==> config.mk <==
export PLATFORM = sky130hd
export DESIGN_NAME = risc_core_sequencer_flat
export DESIGN_NICKNAME = d
export VERILOG_FILES = /design/src/rtl/risc_pkg.sv /design/src/rtl/risc_core_sequencer_if.sv /design/src/rtl/risc_result_fifo.sv /design/src/rtl/risc_core_sequencer.sv /design/src/flat_wrapper.sv
export SDC_FILE = /design/constraint.sdc
export NUM_CORES = 1
export LEC_CHECK = 0
export ABC_CLOCK_PERIOD_IN_PS = 3800
export CORE_MARGIN = 2
export CORE_UTILIZATION = 40
export CTS_CLUSTER_SIZE = 30
export DETAILED_ROUTE_END_ITERATION = 7
export GPL_ROUTABILITY_DRIVEN = 0
export MAX_ROUTING_LAYER = met4
export PLACE_DENSITY = 0.63
export RECOVER_POWER = 50
export SKIP_CTS_REPAIR_TIMING = 1
export SYNTH_ARGS = -nofsm -noshare
export SYNTH_HDL_FRONTEND = slang
export SYNTH_HIERARCHICAL = 1
export SYNTH_SLANG_ARGS = --single-unit
==> constraint.sdc <==
create_clock -name clk -period 3.8 [get_ports clk]
set_clock_uncertainty 0.05 [all_clocks]
set_input_delay 0.76 -clock clk [delete_from_list [all_inputs] [get_ports clk]]
set_output_delay 0.76 -clock clk [all_outputs]
set_load 0.005 [all_outputs]
==> src/rtl/risc_pkg.sv <==
// Shared types and default parameters for the RISC core fetch/retire sequencer.
package risc_pkg;

  localparam int XLEN_DEFAULT      = 32;
  localparam int PC_RESET_DEFAULT  = 0;
  localparam int RES_DEPTH_DEFAULT = 4;

  typedef enum logic [2:0] {
    BOOT,
    FETCH_REQ,
    FETCH_WAIT,
    EXECUTE,
    COMMIT,
    HALTED
  } seq_state_e;

endpackage

==> src/rtl/risc_core_sequencer_if.sv <==
// Bundle of fetch, execute-completion, halt and result-stream signals around the sequencer.
interface risc_core_sequencer_if #(
  parameter int XLEN = risc_pkg::XLEN_DEFAULT
);
  logic            imem_req_valid;
  logic            imem_req_ready;
  logic [XLEN-1:0] imem_addr;
  logic            imem_rsp_valid;
  logic [31:0]     imem_rsp_data;
  logic [31:0]     instr;
  logic            instr_valid;
  logic            exec_done;
  logic            exec_halt;
  logic            exec_branch;
  logic [XLEN-1:0] exec_target;
  logic            exec_we;
  logic [XLEN-1:0] exec_result;
  logic            resume;
  logic            halted;
  logic            res_valid;
  logic            res_ready;
  logic [XLEN-1:0] res_data;
  logic [XLEN-1:0] pc;

  // Core side
  modport master (
    output imem_req_valid, imem_addr, instr, instr_valid, halted, res_valid, res_data, pc,
    input  imem_req_ready, imem_rsp_valid, imem_rsp_data, exec_done, exec_halt, exec_branch,
           exec_target, exec_we, exec_result, resume, res_ready
  );

  // Memory / execute / display side
  modport slave (
    input  imem_req_valid, imem_addr, instr, instr_valid, halted, res_valid, res_data, pc,
    output imem_req_ready, imem_rsp_valid, imem_rsp_data, exec_done, exec_halt, exec_branch,
           exec_target, exec_we, exec_result, resume, res_ready
  );
endinterface

==> src/rtl/risc_result_fifo.sv <==
// First-word-fall-through result buffer; accepts a push while full when a pop happens the same cycle.
module risc_result_fifo
  import risc_pkg::*;
#(
  parameter int XLEN      = XLEN_DEFAULT,
  parameter int RES_DEPTH = RES_DEPTH_DEFAULT
) (
  input  logic            clk,
  input  logic            rst,
  input  logic            push_i,
  input  logic [XLEN-1:0] push_data_i,
  output logic            can_push_o,
  input  logic            pop_ready_i,
  output logic            valid_o,
  output logic [XLEN-1:0] data_o
);
  localparam int AW = $clog2(RES_DEPTH);
  localparam int CW = AW + 1;

  logic [XLEN-1:0] mem [RES_DEPTH];
  logic [AW-1:0]   wr_ptr_q, wr_ptr_d;
  logic [AW-1:0]   rd_ptr_q, rd_ptr_d;
  logic [CW-1:0]   count_q, count_d;
  logic            full;
  logic            pop;
  logic            push_fire;

  assign full       = (count_q == CW'(RES_DEPTH));
  assign valid_o    = (count_q != '0);
  assign pop        = valid_o & pop_ready_i;
  assign can_push_o = ~full | pop;
  assign push_fire  = push_i & can_push_o;
  // Empty buffer shows zero rather than stale storage.
  assign data_o     = valid_o ? mem[rd_ptr_q] : '0;

  always_comb begin
    wr_ptr_d = wr_ptr_q;
    rd_ptr_d = rd_ptr_q;
    count_d  = count_q;
    if (push_fire) wr_ptr_d = wr_ptr_q + AW'(1);
    if (pop)       rd_ptr_d = rd_ptr_q + AW'(1);
    unique case ({push_fire, pop})
      2'b10:   count_d = count_q + CW'(1);
      2'b01:   count_d = count_q - CW'(1);
      default: count_d = count_q;
    endcase
  end

  always_ff @(posedge clk or negedge rst) begin
    if (!rst) begin
      wr_ptr_q <= '0;
      rd_ptr_q <= '0;
      count_q  <= '0;
    end else begin
      wr_ptr_q <= wr_ptr_d;
      rd_ptr_q <= rd_ptr_d;
      count_q  <= count_d;
    end
  end

  always_ff @(posedge clk) begin
    if (push_fire) mem[wr_ptr_q] <= push_data_i;
  end

endmodule

==> src/rtl/risc_core_sequencer.sv <==
// Fetch / execute-wait / retire sequencer with PC tracking, halt control and a result FIFO.
module risc_core_sequencer
  import risc_pkg::*;
#(
  parameter int              XLEN      = XLEN_DEFAULT,
  parameter logic [XLEN-1:0] PC_RESET  = XLEN'(PC_RESET_DEFAULT),
  parameter int              RES_DEPTH = RES_DEPTH_DEFAULT
) (
  input logic                   clk,
  input logic                   rst,
  risc_core_sequencer_if.master bus
);
  seq_state_e      state_q, state_d;
  logic [XLEN-1:0] pc_q, pc_d;
  logic [31:0]     instr_q, instr_d;
  logic            instr_valid_q, instr_valid_d;
  logic            c_halt_q, c_halt_d;
  logic            c_branch_q, c_branch_d;
  logic [XLEN-1:0] c_target_q, c_target_d;
  logic [XLEN-1:0] c_result_q, c_result_d;

  logic            req_valid;
  logic            halted;
  logic            fifo_push;
  logic [XLEN-1:0] fifo_data;
  logic            fifo_can_push;
  logic            res_valid;
  logic [XLEN-1:0] res_data;

  always_comb begin
    state_d       = state_q;
    pc_d          = pc_q;
    instr_d       = instr_q;
    instr_valid_d = 1'b0;
    c_halt_d      = c_halt_q;
    c_branch_d    = c_branch_q;
    c_target_d    = c_target_q;
    c_result_d    = c_result_q;
    req_valid     = 1'b0;
    halted        = 1'b0;
    fifo_push     = 1'b0;
    fifo_data     = bus.exec_result;

    unique case (state_q)
      BOOT: state_d = FETCH_REQ;

      FETCH_REQ: begin
        req_valid = 1'b1;
        if (bus.imem_req_ready) state_d = FETCH_WAIT;
      end

      FETCH_WAIT: begin
        if (bus.imem_rsp_valid) begin
          instr_d       = bus.imem_rsp_data;
          instr_valid_d = 1'b1;
          state_d       = EXECUTE;
        end
      end

      EXECUTE: begin
        if (bus.exec_done) begin
          // A result with nowhere to go parks the whole bundle until the FIFO drains.
          if (bus.exec_we && !fifo_can_push) begin
            c_halt_d   = bus.exec_halt;
            c_branch_d = bus.exec_branch;
            c_target_d = bus.exec_target;
            c_result_d = bus.exec_result;
            state_d    = COMMIT;
          end else begin
            fifo_push = bus.exec_we;
            pc_d      = bus.exec_branch ? bus.exec_target : pc_q + XLEN'(1);
            state_d   = bus.exec_halt ? HALTED : FETCH_REQ;
          end
        end
      end

      COMMIT: begin
        fifo_data = c_result_q;
        if (fifo_can_push) begin
          fifo_push = 1'b1;
          pc_d      = c_branch_q ? c_target_q : pc_q + XLEN'(1);
          state_d   = c_halt_q ? HALTED : FETCH_REQ;
        end
      end

      HALTED: begin
        halted = 1'b1;
        if (bus.resume) state_d = FETCH_REQ;
      end

      default: state_d = BOOT;
    endcase
  end

  always_ff @(posedge clk or negedge rst) begin
    if (!rst) begin
      state_q       <= BOOT;
      pc_q          <= PC_RESET;
      instr_q       <= '0;
      instr_valid_q <= 1'b0;
      c_halt_q      <= 1'b0;
      c_branch_q    <= 1'b0;
      c_target_q    <= '0;
      c_result_q    <= '0;
    end else begin
      state_q       <= state_d;
      pc_q          <= pc_d;
      instr_q       <= instr_d;
      instr_valid_q <= instr_valid_d;
      c_halt_q      <= c_halt_d;
      c_branch_q    <= c_branch_d;
      c_target_q    <= c_target_d;
      c_result_q    <= c_result_d;
    end
  end

  risc_result_fifo #(
    .XLEN      (XLEN),
    .RES_DEPTH (RES_DEPTH)
  ) u_result_fifo (
    .clk         (clk),
    .rst         (rst),
    .push_i      (fifo_push),
    .push_data_i (fifo_data),
    .can_push_o  (fifo_can_push),
    .pop_ready_i (bus.res_ready),
    .valid_o     (res_valid),
    .data_o      (res_data)
  );

  assign bus.imem_req_valid = req_valid;
  assign bus.imem_addr      = pc_q;
  assign bus.instr          = instr_q;
  assign bus.instr_valid    = instr_valid_q;
  assign bus.halted         = halted;
  assign bus.res_valid      = res_valid;
  assign bus.res_data       = res_data;
  assign bus.pc             = pc_q;

endmodule

==> src/flat_wrapper.sv <==
// flat-port wrapper written by rule: the top's interface ports become plain ports
module risc_core_sequencer_flat import risc_pkg::*;
#(
  parameter int              XLEN      = XLEN_DEFAULT,
  parameter logic [XLEN-1:0] PC_RESET  = XLEN'(PC_RESET_DEFAULT),
  parameter int              RES_DEPTH = RES_DEPTH_DEFAULT
)
  (clk, rst, bus_imem_req_valid, bus_imem_addr, bus_instr, bus_instr_valid, bus_halted, bus_res_valid, bus_res_data, bus_pc, bus_imem_req_ready, bus_imem_rsp_valid, bus_imem_rsp_data, bus_exec_done, bus_exec_halt, bus_exec_branch, bus_exec_target, bus_exec_we, bus_exec_result, bus_resume, bus_res_ready);
  risc_core_sequencer_if #(.XLEN(XLEN)) bus_i ();
  input logic clk;
  input logic rst;
  output wire logic [$bits(bus_i.imem_req_valid)-1:0] bus_imem_req_valid;
  output wire logic [$bits(bus_i.imem_addr)-1:0] bus_imem_addr;
  output wire logic [$bits(bus_i.instr)-1:0] bus_instr;
  output wire logic [$bits(bus_i.instr_valid)-1:0] bus_instr_valid;
  output wire logic [$bits(bus_i.halted)-1:0] bus_halted;
  output wire logic [$bits(bus_i.res_valid)-1:0] bus_res_valid;
  output wire logic [$bits(bus_i.res_data)-1:0] bus_res_data;
  output wire logic [$bits(bus_i.pc)-1:0] bus_pc;
  input wire logic [$bits(bus_i.imem_req_ready)-1:0] bus_imem_req_ready;
  input wire logic [$bits(bus_i.imem_rsp_valid)-1:0] bus_imem_rsp_valid;
  input wire logic [$bits(bus_i.imem_rsp_data)-1:0] bus_imem_rsp_data;
  input wire logic [$bits(bus_i.exec_done)-1:0] bus_exec_done;
  input wire logic [$bits(bus_i.exec_halt)-1:0] bus_exec_halt;
  input wire logic [$bits(bus_i.exec_branch)-1:0] bus_exec_branch;
  input wire logic [$bits(bus_i.exec_target)-1:0] bus_exec_target;
  input wire logic [$bits(bus_i.exec_we)-1:0] bus_exec_we;
  input wire logic [$bits(bus_i.exec_result)-1:0] bus_exec_result;
  input wire logic [$bits(bus_i.resume)-1:0] bus_resume;
  input wire logic [$bits(bus_i.res_ready)-1:0] bus_res_ready;
  assign bus_imem_req_valid = bus_i.imem_req_valid;
  assign bus_imem_addr = bus_i.imem_addr;
  assign bus_instr = bus_i.instr;
  assign bus_instr_valid = bus_i.instr_valid;
  assign bus_halted = bus_i.halted;
  assign bus_res_valid = bus_i.res_valid;
  assign bus_res_data = bus_i.res_data;
  assign bus_pc = bus_i.pc;
  assign bus_i.imem_req_ready = bus_imem_req_ready;
  assign bus_i.imem_rsp_valid = bus_imem_rsp_valid;
  assign bus_i.imem_rsp_data = bus_imem_rsp_data;
  assign bus_i.exec_done = bus_exec_done;
  assign bus_i.exec_halt = bus_exec_halt;
  assign bus_i.exec_branch = bus_exec_branch;
  assign bus_i.exec_target = bus_exec_target;
  assign bus_i.exec_we = bus_exec_we;
  assign bus_i.exec_result = bus_exec_result;
  assign bus_i.resume = bus_resume;
  assign bus_i.res_ready = bus_res_ready;
  risc_core_sequencer #(.XLEN(XLEN), .PC_RESET(PC_RESET), .RES_DEPTH(RES_DEPTH)) u_core (.clk(clk), .rst(rst), .bus(bus_i));
endmodule
==> results of run 1 <==
-- cell usage in the layout (no fill, tap or decap), types with 9 or more instances in the layout --
cell type          n
a21oi_1           20
a31oi_1            9
and2_1            34
buf_4             21
clkbuf_16         30
clkdlybuf4s50_1  192
dfrtp_1          140
dlygate4sd3_1     44
edfxtp_1         128
inv_1             14
mux2_2            99
mux4_2            32
nand2_1          134
nand2b_1          14
nand3_1           18
nand4_1           14
nor2_1            33
nor3_1            16
o211ai_1          17
o21ai_0           34
o31ai_1           10
xor2_1            10
-- state kept, by name, summed over array words and instances (netlist names), 2 cells and up --
name / cells
u_core/u_result_fifo/rd_ptr_q: 2
u_core/bus.instr: 32
u_core/u_result_fifo/wr_ptr_q: 2
u_core/c_result_q: 32
u_core/c_target_q: 32
u_core/u_result_fifo/mem: 128
u_core/u_result_fifo/count_q: 3
u_core/state_q: 3
u_core/bus.imem_addr: 32
-- power breakdown --
group | switching (mW) | internal, mW
registers | 0.770 | 3.90
logic | 1.88 | 2.66
clock network | 1.19 | 2.13
total | 3.85 | 8.68
-- worst max-delay path, cell delays in order, from the launching register on --
cell	delay (ps)
dfrtp_2	560
buf_12	300
mux4_2	530
and2_1	190
clkdlybuf4s50_1	450
-- area by class of cell --
cell class | count | area (um2)
Inverter | 14 | 52.6
Timing Repair Buffer | 265 | 2620
Sequential cell | 269 | 7370
Clock inverter | 17 | 317
Clock buffer | 38 | 851
Fill cell | 2691 | 15000
Multi-Input combinational cell | 639 | 4870
Tap cell | 402 | 503
-- cell families (layout without fill, tap and decap cells) --
group / count (synthesis) / after routing / synth area share
simple gates: 320 / 320 / 0.126
xor+xnor: 19 / 19 / 0.0136
flops: 269 / 269 / 0.574
buf+inv: 116 / 334 / 0.0475
mux: 139 / 139 / 0.149
compound gates: 154 / 154 / 0.0819
fa+ha+maj: 7 / 7 / 0.00741
-- worst max-delay path by stage --
stage / cells after the start / from / to
4_1_cts: 4 / u_core/u_result_fifo/rd_ptr_q[0] / bus_res_data[1]
5_1_grt: 4 / u_core/u_result_fifo/rd_ptr_q[0] / bus_res_data[21]
6_report: 4 / u_core/u_result_fifo/rd_ptr_q[0] / bus_res_data[6]
2_1_floorplan: 11 / bus_res_ready / u_core/u_result_fifo/count_q[2]
3_5_place_dp: 11 / bus_res_ready / u_core/u_result_fifo/count_q[2]
3_3_place_gp: 11 / bus_res_ready / u_core/u_result_fifo/count_q[2]
-- Yosys cell counts, drive strengths merged, types with 3 or more instances --
master and count:
a211o 4, a211oi 3, a21boi 3, a21o 4
a21oi 20, a22o 7, a22oi 6, a31o 3
a31oi 9, a32oi 3, and2 38, and3 12
buf 63, clkbuf 39, dfrtp 141, edfxtp 128
ha 6, inv 14, mux2 99, mux2i 8
mux4 32, nand2 134, nand2b 14, nand3 19
nand4 14, nor2 34, nor2b 6, nor3 18
nor3b 3, nor4 4, o211ai 17, o21a 5
o21ai 38, o221ai 4, o22ai 3, o31ai 11
o41ai 3, or3 8, or4 3, xnor2 9
xor2 10
-- stage by stage --
step	setup WS [ps]	hold slack, ps
CTS	316	152
finish	382	436
global route	240	458
global placement	480	431
floorplan	973	397
detailed placement	389	423
-- metal layers --
| metal | track usage | wire (um) | vias to the layer above |
|---|---|---|---|
| met2 | 0.322 | 15700 | 328 |
| met3 | 0.0314 | 1960 | 47 |
| met4 | 0.0406 | 571 | 0 |
| met5 | - | 0 | - |
| met1 | 0.278 | 14600 | 4536 |
| li1 | - | - | 4134 |
==> results.md, run 1 <==
- Fin Setup TNS: 0 ps
- Prevailing post-synth register cell: dfrtp_1
- Avg Inst Size Synth: 12.5 um2
- Worst Max-Slew Pin Slew: approximately 1800 ps
- Chip width: ~180 um
- First-pass GRT wire length: approximately 52,000 um
- Mapped Nets: approximately 1,100
- Failing checks: max-capacitance violations, max-slew violations
- Number of global-route vias before repair: ~9,300
- Fmax: approximately 0.29 GHz
- TritonCTS clock tree: built
- Outcome: complete, but fails checks
- Sequential fraction of the synthesis area: 0.574
- Routed Antenna Nets: 0
- Total power: 12.5 mW
- Hold Path Stages: 1
- IO buf count: about 240
- Initial antenna violation count: 0
- Post-DP HPWL: ~21,000 um
- Relative slew slack: -0.218
- Count of pins over their slew limit: about 100
- Launch point of the worst hold path: u_core/u_result_fifo/count_q[2]
- Synthesized area: approximately 0.013 mm2
- HP Class: flip-flop to flip-flop
- Min Tclk post-route: 3420 ps
- Utilization after layout: 0.526
- Overflow after GRT: 0
- DRT iter0 DRCs: between 500 and 600
- Finished Layout Cells: approximately 1,600
- Worst EP required: ~3000 ps
- Distinct cells, synth: 73
- Die height: between 150 and 200 um
- WHS Endpoint: u_core/u_result_fifo/count_q[2]
- Crit Reg-Reg Endpoint: u_core/bus.instr[16]
- Fin area: between 0.015 and 0.02 mm2
- Routed vias/inst: ~5.5
- Vias post-DR: 9,045
- Antenna Cells: 0
- Placement-stage cell area: between 0.015 and 0.02 mm2
- Htree depth: 1
- CTS Buffer Depth: 3
- P&R area growth vs syn: 29.2%
- Starting Density: 0.407
- Area leader, netlist: edfxtp_1
- RSZ-0062 raised after global routing: false
- Synth top area cells: edfxtp_1 (30%), dfrtp_1 (27%), mux2_2 (8.7%)
- Final Hold Vio Count: 0
- Synth top area share: 0.300
- DR WL/cell: ~20 um
- I/O pin count: about 240
- Largest net degree at the start of global routing: between 70 and 80
- Reg2reg path depth: 4
- Syn Inst Count: between 1,000 and 1,500
- R2r startpoint: u_core/state_q[0]
- Asr flop ratio synth: 0.524
- Maximum VDD drop: ~0.38 mV
- Full die area: 0.0335 mm2
- Reg2Reg Setup Slack: ~870 ps
- WS Path Type: flip-flop to primary output
- Setup violators final: 0
- Core footprint: roughly 0.032 mm2
- Num CTS Buffers: 30
- Final nets: around 1,300
- Worst-path maximum fanout: 26
- Leak: around 6.5 nW
- Site row count: 65
- Clock Root Buffer: clkbuf_16
- Sink Count: around 270
- Crit end category: primary output
- CP startpoint kind: flip-flop
- Post-detailed-route DRC marker count: 0
- Post-synth EDFFs: 128
- Clock Pin Slew Worst Setup and Hold Paths: approximately 60 ps
- Power Density: about 760 mW/mm2
- Max Cap Viol: 2
- CP Data Arrival Time: 2610 ps
- Global Route Usage Sum: 0.202
- Fin crit share: 0.900
- TritonRoute pass-1 iters: 6
- #FFs+latches synth: 269
- Dpl cells: roughly 1,600
- Skew-Pair Late Insertion Delay: 560 ps
- Yosys warns: 6
- Drt total wl: roughly 33,000 um
- Ratio of cells with drive above 1 in the final layout: 0.188
(Power assumes the default switching activity.)
==> run 2: changes to the inputs <==
- CORE_UTILIZATION: 40 -> 53
- PLACE_DENSITY: 0.63 -> 0.86
- SLEW_MARGIN: not set -> 20
==> run 2 against run 1 <==
The flow still finishes with violations (max-capacitance violations, max-slew violations). Combinational power hardly changed. Sequential power is essentially flat. Maximum frequency is 2.3% higher. Highest routed layer unchanged.
==> results.md, run 2 (same netlist as run 1, synthesis figures left out) <==
- Starting Density: 0.544
- Fin crit share: 0.880
- Post-detailed-route DRC marker count: 0
- Most frequent cells in the layout: clkdlybuf4s50_1 (184), dfrtp_1 (140), nand2_1 (134)
- Leak: 6.32 nW
- Setup violators final: 0
- Sink Count: roughly 270
- Final Hold Vio Count: 0
- Worst EP required: 2990 ps
- CTS Buffer Depth: 3
- Reg2Reg Setup Slack: roughly 530 ps
- Area of the multi-input gates: 0.00487 mm2
- Num CTS Buffers: 28
- Crit. Startpoint: u_core/u_result_fifo/rd_ptr_q[0]
- P&R area growth vs syn: 25.8%
- RSZ-0062 raised after global routing: false
- Int Pwr: ~8.1 mW
- CP startpoint kind: flip-flop
- Drt total wl: between 30,000 and 40,000 um
- Most common cell after layout, fill and taps aside: clkdlybuf4s50_1
- I/O pin count: 238
- Fillers: 1,677
- Ratio of cells with drive above 1 in the final layout: 0.171
- Clock power frac: 0.224
- Count of pins over their slew limit: just under 80
- Min Tclk post-route: between 3000 and 4000 ps
- First-pass GRT wire length: slightly above 50,000 um
- R2r startpoint: u_core/state_q[1]
- Chip width: around 160 um
- Full die area: roughly 0.025 mm2
- Biggest register: u_core/u_result_fifo/mem
- Pre-CTS setup slack: 294 ps
- Seq. cell area: roughly 0.0074 mm2
- Vias post-DR: approximately 9,300
- Routed Antenna Nets: 0
- Die height: 160 um
- Failing checks: max-capacitance violations, max-slew violations
- Routed vias/inst: roughly 6.0
- PnR worst setup slack: between 400 and 500 ps
- Overflow after GRT: 0
- IO buf count: ~240
- Crit Reg-Reg Endpoint: u_core/state_q[2]
- Antenna Cells: 0
- Maximum VDD drop: roughly 0.43 mV
- CP Data Arrival Time: 2530 ps
- Net Sw Frac: 0.319
- Fmax: approximately 0.3 GHz
- Outcome: complete, but fails checks
- Reg2reg path depth: 5
- Finished Layout Cells: approximately 1,500
- Dpl cells: 1,497
- Combinational fraction of design power: 0.384
- TritonRoute pass-1 iters: 5
- End of the critical path: bus_res_data[0]
- Core footprint: roughly 0.024 mm2
- Largest register FFs: about 130
- TritonCTS clock tree: built
- Relative slew slack: -0.408
- Initial antenna violation count: 1
- DRT iter0 DRCs: 957
- Global Route Usage Sum: 0.257
- Crit end category: primary output
- Switching power: about 3.8 mW
- Htree depth: 1
- Site row count: between 50 and 60
- Post-DP HPWL: between 20,000 and 25,000 um
- Seq pwr share: 0.393
- Clock Root Buffer: clkbuf_16
- Number of global-route vias before repair: approximately 9,800
- Final nets: approximately 1,300
- Skew-Pair Late Insertion Delay: 540 ps
- WS Path Type: flip-flop to primary output
- Clock Pin Slew Worst Setup and Hold Paths: ~60 ps
- Power Density: 736 mW/mm2
- HP Class: flip-flop to flip-flop
- Largest net degree at the start of global routing: a little under 80
- Worst Max-Slew Pin Slew: ~2100 ps
- DR WL/cell: 20.8 um
- Fin Setup TNS: 0 ps
- Worst-path maximum fanout: 27
- Max Cap Viol: 1
[run 2: cell types whose count changed in the layout (fill, tap and decap cells not counted), sizes merged]
cell and delta:
clkbuf -2, clkinvlp +2, clkdlybuf4s50 -8, clkinv +3, buf -9, bufinv -6, dlygate4sd3 +8
[run 2: layout make-up]
class                           instances  area share
Clock buffer                           36      0.0478
Clock inverter                         16     0.00798
Inverter                               14     0.00325
Multi-Input combinational cell        639       0.302
Sequential cell                       269       0.457
Tap cell                              319      0.0247
Timing Repair Buffer                  256       0.158
[run 2: metrics by stage]
step            util  hold WS, ps  area, um2  power [mW]
3_3_place_gp   0.646          413      15300        9.17
2_1_floorplan      -          397      12800        7.17
5_1_grt        0.684          462      16100        12.5
6_report       0.684          445      16100        11.9
3_5_place_dp   0.646          436      15300        9.36
4_1_cts        0.685          245      16200        12.1
[run 2: power groups by stage]
stage          clock, mW  combinational (mW)  sequential (mW)
2_1_floorplan          0                2.77             4.40
3_3_place_gp           0                4.51             4.66
3_5_place_dp           0                4.65             4.71
4_1_cts             2.71                4.68             4.67
5_1_grt             2.82                4.91             4.78
6_report            2.66                4.56             4.66
[run 2: how the worst min path moves through the flow]
stage	slack [ps]	to	depth (start not counted)	from
2_1_floorplan	400	u_core/u_result_fifo/count_q[2]	1	u_core/u_result_fifo/count_q[2]
3_3_place_gp	410	u_core/u_result_fifo/count_q[2]	1	u_core/u_result_fifo/count_q[2]
3_5_place_dp	440	u_core/u_result_fifo/count_q[2]	1	u_core/u_result_fifo/count_q[2]
4_1_cts	250	u_core/c_target_q[15]	1	rst
5_1_grt	460	u_core/u_result_fifo/count_q[2]	1	u_core/u_result_fifo/count_q[2]
6_report	440	u_core/u_result_fifo/count_q[2]	1	u_core/u_result_fifo/count_q[2]
[run 2: layer usage]
metal  GRT usage  vias to the layer above  routed length, um
met5           -                        -                  0
met1       0.326                     4552              12500
met2       0.422                      557              15900
met3      0.0444                       89               2870
li1            -                     4096                  -
met4      0.0905                        0               1000
[run 2: worst max-delay path: stages (launching register included)]
cell             delay (ps)
dfrtp_2                 520
buf_12                  280
mux4_2                  530
and2_1                  200
clkdlybuf4s50_1         460
==> run 3: changes to the inputs <==
- CORE_MARGIN: 2 -> not set
- PLACE_DENSITY: 0.86 -> 0.81
==> run 3 against run 2 <==
The flow still finishes with violations (max-capacitance violations, max-slew violations). First-iteration DRC count is 30% lower. Non-clock buffer count is 4 higher. Global-route usage is 0.95 points higher. Critical path depth is 1 lower. Flip-flop and latch count stayed put. Via count is 0.19% lower. Highest routed layer unchanged.
==> results.md, run 3 (same netlist as run 1, synthesis figures left out) <==
- Setup violators final: 0
- RSZ-0062 raised after global routing: false
- WS Path Type: flip-flop to primary output
- R2r startpoint: u_core/state_q[1]
- Clock power frac: 0.235
- Vias post-DR: between 9,000 and 10,000
- Pre-CTS setup slack: between 300 and 400 ps
- I/O pin count: 238
- Overflow after GRT: 0
- Worst Max-Slew Pin Slew: 2110 ps
- Outcome: complete, but fails checks
- Utilization after layout: 0.689
- Final nets: around 1,300
- Core footprint: 0.0236 mm2
- CTS Buffer Depth: 3
- CP Data Arrival Time: between 2000 and 3000 ps
- CP startpoint kind: flip-flop
- Failing checks: max-capacitance violations, max-slew violations
- TritonCTS clock tree: built
- Num CTS Buffers: 28
- Drt total wl: between 30,000 and 40,000 um
- Launch point of the worst hold path: u_core/u_result_fifo/count_q[2]
- Final Hold Vio Count: 0
- Largest register FFs: around 130
- Site row count: 56
- Fin Setup TNS: 0 ps
- Global Route Usage Sum: 0.267
- Power Density: 744 mW/mm2
- Skew-Pair Late Insertion Delay: between 500 and 600 ps
- P&R area growth vs syn: 26.8%
- Fmax: between 0.2 and 0.3 GHz
- Seq pwr share: 0.387
- DR WL/cell: a little over 20 um
- Routed Antenna Nets: 0
- Sink Count: 269
- Full die area: roughly 0.025 mm2
- Relative slew slack: -0.407
- Post-DP HPWL: ~20,000 um
- Post-detailed-route DRC marker count: 0
- Fin area: between 0.015 and 0.02 mm2
- Clock Root Buffer: clkbuf_16
- IO buf count: 237
- Htree depth: 1
- Dpl cells: between 1,500 and 2,000
- Maximum VDD drop: between 0.4 and 0.5 mV
- Biggest register: u_core/u_result_fifo/mem
- TritonRoute pass-1 iters: 6
- Ratio of cells with drive above 1 in the final layout: 0.181
- Crit. Startpoint: u_core/u_result_fifo/count_q[0]
- Net Sw Frac: 0.317
- HP Class: flip-flop to flip-flop
- Crit end category: primary output
- Number of global-route vias before repair: approximately 9,300
- Int Pwr: just over 8 mW
- Clock Pin Slew Worst Setup and Hold Paths: ~60 ps
- Fin crit share: 0.914
- Max Cap Viol: 2
- Most frequent cells in the layout: clkdlybuf4s50_1 (208), dfrtp_1 (140), nand2_1 (134)
- Finished Layout Cells: 1,555
- PnR worst setup slack: between 300 and 400 ps
- Chip width: around 160 um
- Worst EP required: 2990 ps
- Routed vias/inst: about 6.0
- Starting Density: 0.544
- Min Tclk post-route: between 3000 and 4000 ps
- Initial antenna violation count: 2
- Die height: 158 um
- Fillers: between 1,500 and 2,000
- Placement-stage cell area: about 0.015 mm2
- Count of pins over their slew limit: 110
- Most common cell after layout, fill and taps aside: clkdlybuf4s50_1
- Leak: between 6 and 7 nW
- Switching power: 3.83 mW
- Worst-path maximum fanout: 35
- First-pass GRT wire length: 49,300 um
- Largest net degree at the start of global routing: 77
- DRT iter0 DRCs: about 670
- Combinational fraction of design power: 0.378
[run 3: changes by cell type in the layout (fill, tap and decap cells not counted), sizes merged, moves of 2 or more]
cell,previous run,this run
clkdlybuf4s50,184,208
clkinvlp,3,0
buf,16,21
diode,0,2
dlygate4sd3,52,28
[run 3: final cells by class]
type,instances,area (um2),share of cell area
Antenna cell,2,5.00,0.000308
Timing Repair Buffer,260,2600,0.160
Sequential cell,269,7370,0.453
Inverter,14,52.6,0.00323
Clock inverter,15,178,0.0109
Tap cell,319,399,0.0245
Multi-Input combinational cell,639,4870,0.299
Clock buffer,37,795,0.0488
[run 3: worst paths after layout]
check,endpoint,slack (ps),cells past startpoint
setup / recovery,bus_res_data[30],330,3
hold / removal,u_core/u_result_fifo/count_q[2],430,1
setup reg to reg,u_core/bus.imem_addr[8],800,6
hold reg to reg,u_core/u_result_fifo/count_q[2],430,1
max in group asynchronous,u_core/u_result_fifo/rd_ptr_q[0],1550,1
min in group asynchronous,u_core/bus.imem_addr[20],750,1
[run 3: worst max-delay path, stage by stage (launching register included)]
cell and delay [ps]:
dfrtp_1 410, or3_1 860, and2_1 370, clkdlybuf4s50_1 460
[run 3: routing by layer]
metal  GRT usage  wire length [um]
met5           -                 0
met4      0.0915               873
met3      0.0504              2960
met2       0.426             15500
met1       0.345             12600
[run 3: through the flow]
step,power [mW],hold slack (ps)
floorplan,7.17,397
global placement,9.19,428
detailed placement,9.35,422
CTS,12.2,219
global route,12.7,467
finish,12.1,430
[run 3: power groups by stage]
stage	sequential, mW	clock (mW)	combinational (mW)
floorplan	4.40	0	2.77
global placement	4.69	0	4.50
detailed placement	4.73	0	4.62
CTS	4.69	2.89	4.66
global route	4.80	2.99	4.93
finish	4.68	2.84	4.57
